### src/rtl/lamp_input_conditioner.sv
// Lamp-switch conditioner: 2-flop synchronizer, whole-code debounce and a one-cycle NOVO strobe.
// Optional accepted-change counter on EVT_CNT, enabled by defining LAMP_EVT_COUNT_EN.
module lamp_input_conditioner #(
  parameter int DEB_CYCLES = 16
) (
  input  logic       CLK,
  input  logic       RST,
  input  logic [1:0] SW,
  output logic [1:0] X,
  output logic       NOVO,
  output logic       ESTAVEL
`ifdef LAMP_EVT_COUNT_EN
  ,
  output logic [7:0] EVT_CNT
`endif
);

  localparam int CW = (DEB_CYCLES > 1) ? $clog2(DEB_CYCLES) : 1;
  localparam logic [CW-1:0] CNT_LAST = CW'(DEB_CYCLES - 1);
  localparam logic [CW-1:0] CNT_ZERO = CW'(0);
  localparam logic [CW-1:0] CNT_ONE  = CW'(1);

  logic [1:0]    r_sync1;
  logic [1:0]    r_sync2;
  logic [1:0]    r_cand;
  logic [1:0]    r_x;
  logic [CW-1:0] r_cnt;
  logic          r_novo;

  logic [1:0]    w_cand_nxt;
  logic [1:0]    w_x_nxt;
  logic [CW-1:0] w_cnt_nxt;
  logic          w_novo_nxt;

  // A change of the synchronized code restarts the count; the whole 2-bit value is the unit.
  always_comb begin
    w_cand_nxt = r_cand;
    w_x_nxt    = r_x;
    w_cnt_nxt  = r_cnt;
    w_novo_nxt = 1'b0;
    if (r_sync2 != r_cand) begin
      w_cand_nxt = r_sync2;
      w_cnt_nxt  = CNT_ZERO;
    end else if (r_cand != r_x) begin
      if (r_cnt == CNT_LAST) begin
        w_x_nxt    = r_cand;
        w_cnt_nxt  = CNT_ZERO;
        w_novo_nxt = 1'b1;
      end else begin
        w_cnt_nxt  = r_cnt + CNT_ONE;
      end
    end else begin
      w_cnt_nxt = CNT_ZERO;
    end
  end

  // Synchronizer, candidate, debounce counter and accepted code.
  always_ff @(posedge CLK) begin
    if (RST) begin
      r_sync1 <= 2'b00;
      r_sync2 <= 2'b00;
      r_cand  <= 2'b00;
      r_x     <= 2'b00;
      r_cnt   <= CNT_ZERO;
      r_novo  <= 1'b0;
    end else begin
      r_sync1 <= SW;
      r_sync2 <= r_sync1;
      r_cand  <= w_cand_nxt;
      r_x     <= w_x_nxt;
      r_cnt   <= w_cnt_nxt;
      r_novo  <= w_novo_nxt;
    end
  end

`ifdef LAMP_EVT_COUNT_EN
  logic [7:0] r_evt;

  // Saturating count of accepted codes.
  always_ff @(posedge CLK) begin
    if (RST) begin
      r_evt <= 8'd0;
    end else if (w_novo_nxt && (r_evt != 8'hFF)) begin
      r_evt <= r_evt + 8'd1;
    end else begin
      r_evt <= r_evt;
    end
  end

  assign EVT_CNT = r_evt;
`endif

  assign X       = r_x;
  assign NOVO    = r_novo;
  assign ESTAVEL = (r_sync2 == r_cand) && (r_cand == r_x);

endmodule

### config.mk
export PLATFORM = sky130hd
export DESIGN_NAME = lamp_input_conditioner
export DESIGN_NICKNAME = d
export VERILOG_FILES = /design/src/rtl/lamp_input_conditioner.sv
export SDC_FILE = /design/constraint.sdc
export NUM_CORES = 1
export LEC_CHECK = 0
export BUFFER_PORTS_ARGS = -buffer_cell sky130_fd_sc_hd__buf_2
export CORE_AREA = 2 2 42 44
export CTS_CLUSTER_SIZE = 8
export DETAILED_ROUTE_END_ITERATION = 6
export DIE_AREA = 0 0 44 46
export PLACE_DENSITY = 0.59
export SYNTH_ARGS = -nofsm -noshare
export SYNTH_HDL_FRONTEND = slang
export SYNTH_SLANG_ARGS = --single-unit
### constraint.sdc
create_clock -name CLK -period 1.55 [get_ports CLK]
set_input_delay 0.465 -clock CLK [delete_from_list [all_inputs] [get_ports CLK]]
set_output_delay 0.465 -clock CLK [all_outputs]
set_load 0.005 [all_outputs]
# Word-level counts from Yosys, hierarchy flattened
# Index checks and enable logic that the tools add are counted.
[op_classes] add_sub_neg=1 eq_ne=5 muxes=1 n_bitwise=2 n_reduce_logical=4
[ops] cell="adder 4 x 1 -> 4 bit (second input constant)" n=1
[ops] cell="== test 2 bit" n=2
[ops] cell="== test 4 bit (second input constant)" n=1
[ops] cell="!= test 2 bit" n=2
[ops] cell="OR reduction 4 bit" n=1
[ops] cell="AND reduction 3 bit" n=1
[ops] cell="OR reduction 3 bit" n=1
[ops] cell="NOT 1 bit" n=2
[ops] cell="logical AND 1 bit" n=1
[ops] cell="2-to-1 mux 1 bit" n=1
[word_totals] regBits=13 output_inout_bits=4

# Longest topological paths before layout
[logic_depth] ltp_word=3 ltp_mapped=4

# Least setup slack after synthesis
# OpenSTA, ideal clock, no wires.
[synth_timing] path_kind="reg-to-output" start="register r_x[1] (netlist: X[1])" end="output port ESTAVEL" t_arrival_ns=0.981 required_time_ns=1.085 path_slack_ns=0.104 stages_incl_launch_ff=3 cell_sequence="dfxtp_1 -> or3_2 -> a22oi_1"
[synth_between] elab_chain_cells=2
[synth_lines] element="start: declaration" line_no="26" source="logic [1:0] r_x;"
[synth_lines] element="start signal: assignment" line_no="70" source="r_x <= w_x_nxt;"
[synth_lines] element="== test 2 bit" line_no="95" source="assign ESTAVEL = (r_sync2 == r_cand) && (r_cand == r_x);"
[synth_lines] element="logical AND 1 bit" line_no="95"
[synth_lines] element="end: declaration" line_no="11" source="output logic ESTAVEL"
# Every way passes these cells.

# Final worst setup path
[layout_timing] start="register r_cand[0]" end="output port ESTAVEL"
[layout_between] elab_chain_cells=2
[layout_lines] element="start: declaration" line_no="25" source="logic [1:0] r_cand;"
[layout_lines] element="start signal: assignment" line_no="69" source="r_cand <= w_cand_nxt;"
[layout_lines] element="== test 2 bit" line_no="95"
[layout_lines] element="logical AND 1 bit *" line_no="95"
# Mark *: on every way between the ends. The rest lies on a longest branch, timed or not.

==> reports/results.txt <==
Status: finished with violations
Failing checks: setup timing
Worst skew pair latency: 0.28 ns
Avg WL per Cell: 11.4 µm
Routed vias: 385
DR iter-0 viols: 16
Prevailing post-synth register cell: dfxtp_1
FMAX: 0.580 GHz
Ports: 8
Rows: 15
Multi-input logic area: 251 µm²
Yosys top cell area share: 0.501
Worst Setup End Kind: output port
Flops & latches, synth: 13
Slew headroom: 0.741
Worst-margin pin slew: 0.385 ns
Post-detailed-route via-to-cell ratio: 4.81
Max-Cap Viols: 0
Ant diodes: 0
CTS sink cnt: 13
Worst Path Arrival: 1.26 ns
DRC viols: 0
Mapped cell area: 519 µm²
Final #Nets: 69
Yosys cell types: 22
Syn Nets: 52
RSZ-0062 raised after global routing: yes
RePlAce Congestion: 0.711
PwrDens: 916 mW/mm²
Drt pass-1 iters: 5
Total GRT Usage: 0.101
Fillcell total: 171
Port Buffers: 7
Post-synth EDFFs: 0
GR Util met1: 0.120
Syn_area_per_cell: 11.0 µm²
Area growth from synthesis to layout: 24.3%
Hold Fails Final Rpt: 0
Die height: 46 µm
Final non-filler cell total: 80
Post-place setup slack: 0.0363 ns
Register area: 263 µm²
Min cycle time layout: 1.72 ns
Root buffer cell: clkbuf_4
First-pass GRT wire length: 1.39 mm
Most frequent cell after synthesis: dfxtp_1
Share of cells above drive strength 1: 0.349
Largest net degree at the start of global routing: 10
Inst Count DP: 76
Setup ws final: -0.174 ns
Initial antenna violation count: 0
Yosys warnings: 0
CP Class: reg2out
Most frequent cells after synthesis: 13 x dfxtp_1, 6 x nor2b_1, 3 x inv_1, 3 x xnor2_1
Clk_skew: 0.00251 ns
Maximum root-to-sink buffer count: 2
Crit start category: flop
Hold/Removal Path Class: in2reg
Die area: 0.00202 mm²
Mapped Cells: 47
Leading post-synthesis cells by cell area: dfxtp_1 50%, nor2b_1 7.2%, xnor2_1 5.1%, a311oi_1 3.4%, xor2_1 3.4%
GRT busiest layer: met2
Antenna-violating nets left: 0
DPL Wire Length: 616 µm
Core ar.: 0.00161 mm²
Register area share after synthesis: 0.501
Post-synth top area cell: dfxtp_1
TritonCTS buffer count: 3
Vias in the first global route: 331
Peak supply drop: 0.000452 V
Starting Density: 0.322
H-tree depth: 1
Slew Limit Fails: 0
Largest fanout on the critical path: 2
Pleak: 0.301 nW
Worst-path clk slew: 0.08 ns
M3 GR Usage: 0.0238
Worst Path Required: 1.08 ns
Routed WL: 914 µm
CTS tree: built
Final period util: 1.11
GRT met2 Usage: 0.141
Share of flip-flops with an asynchronous set or reset: 0
DIE WIDTH: 44 µm
Gr ovfl total: 0
Setup violators final: 1
==> flip-flops by register name, summed over array words and instances, names as in the netlist <==
| signal | flops |
|---|---|
| NOVO | 1 |
| X | 2 |
| r_cand | 2 |
| r_cnt | 4 |
| r_sync1 | 2 |
| r_sync2 | 2 |
==> cell type report <==
cell class / instances / area share
well taps: 17 / 0.0329
multi-input cells: 31 / 0.390
inverters: 3 / 0.0174
flip-flops and latches: 13 / 0.407
clock buffers: 4 / 0.0407
repair buffers: 12 / 0.112
==> logic make-up (layout without fill, tap and decap cells) <==
logic type	Yosys count	after routing	synth area share
adder cells (fa/ha/maj)	1	1	0.0241
XOR/XNOR	5	5	0.0844
AND/OR/NAND/NOR	15	15	0.183
AO/OA/AOI/OAI	10	10	0.186
buffers and inverters	3	19	0.0217
flip-flops	13	13	0.501
==> what timing repair did <==
item / CTS / global route
endpoints found under the hold margin: 0 / 0
pin swaps: 1 / 2
hold buffers: 0 / 0
resized for setup: 2 / 1
buffers inserted: 0 / 0
endpoints found under the setup margin: 1 / 1
==> per-stage QoR <==
stage | utilization | setup TNS (ns) | hold WS (ns) | area [µm²] | total power, W
floorplan | - | 0 | 0.414 | 519 | 0.000372
global placement | 0.380 | 0 | 0.417 | 613 | 0.000387
detailed placement | 0.380 | 0 | 0.433 | 613 | 0.000388
CTS | 0.399 | -0.205 | 0.382 | 644 | 0.000604
global route | 0.400 | -0.244 | 0.417 | 646 | 0.000619
finish | 0.400 | -0.174 | 0.390 | 646 | 0.000591
==> final timing paths <==
path	slack, ns	depth (start not counted)	from	endpoint
hold reg to reg	0.44	1	r_sync1[0]$_SDFF_PP0_	r_sync2[0]$_SDFF_PP0_
hold / removal	0.39	2	SW[0]	r_sync1[0]$_SDFF_PP0_
setup reg to reg	0.17	4	r_cnt[0]$_SDFF_PP0_	X[0]$_SDFFE_PP0P_
setup / recovery	-0.17	3	r_cand[0]$_SDFFE_PP0P_	ESTAVEL
==> per-layer routing <==
metal,up-vias,wire (µm)
li1,201,-
met1,169,471
met2,13,389
met3,2,34
met4,0,17
met5,-,0
==> where the power goes <==
part / switching, W / leakage (nW) / internal, W / total [W]
sequential: 0.00000361 / 0.107 / 0.000341 / 0.000344
combinational: 0.0000180 / 0.179 / 0.0000182 / 0.0000362
clock: 0.000111 / 0.0150 / 0.0000998 / 0.000211
total: 0.000133 / 0.301 / 0.000459 / 0.000591
==> placed cells by master (no fill, tap or decap), drive strengths merged <==
cell / Yosys / final
a311oi: 3 / 3
a31oi: 1 / 1
o211a: 1 / 1
dfxtp: 13 / 13
or3: 2 / 2
xnor2: 3 / 3
buf: 0 / 12
a22oi: 1 / 1
nor3: 1 / 1
a31o: 2 / 2
nor2b: 6 / 6
o2111ai: 1 / 1
clkbuf: 0 / 4
and3: 2 / 2
nand3: 2 / 2
inv: 3 / 3
a21o: 1 / 1
ha: 1 / 1
nor3b: 1 / 1
nor2: 1 / 1
xor2: 2 / 2
==> critical path, cell delays in order, from the launching register on <==
cell     delay (ns)
dfxtp_1        0.31
or3_1          0.37
a22oi_1        0.16
buf_2          0.13
Power figures use the tool's default switching activity.
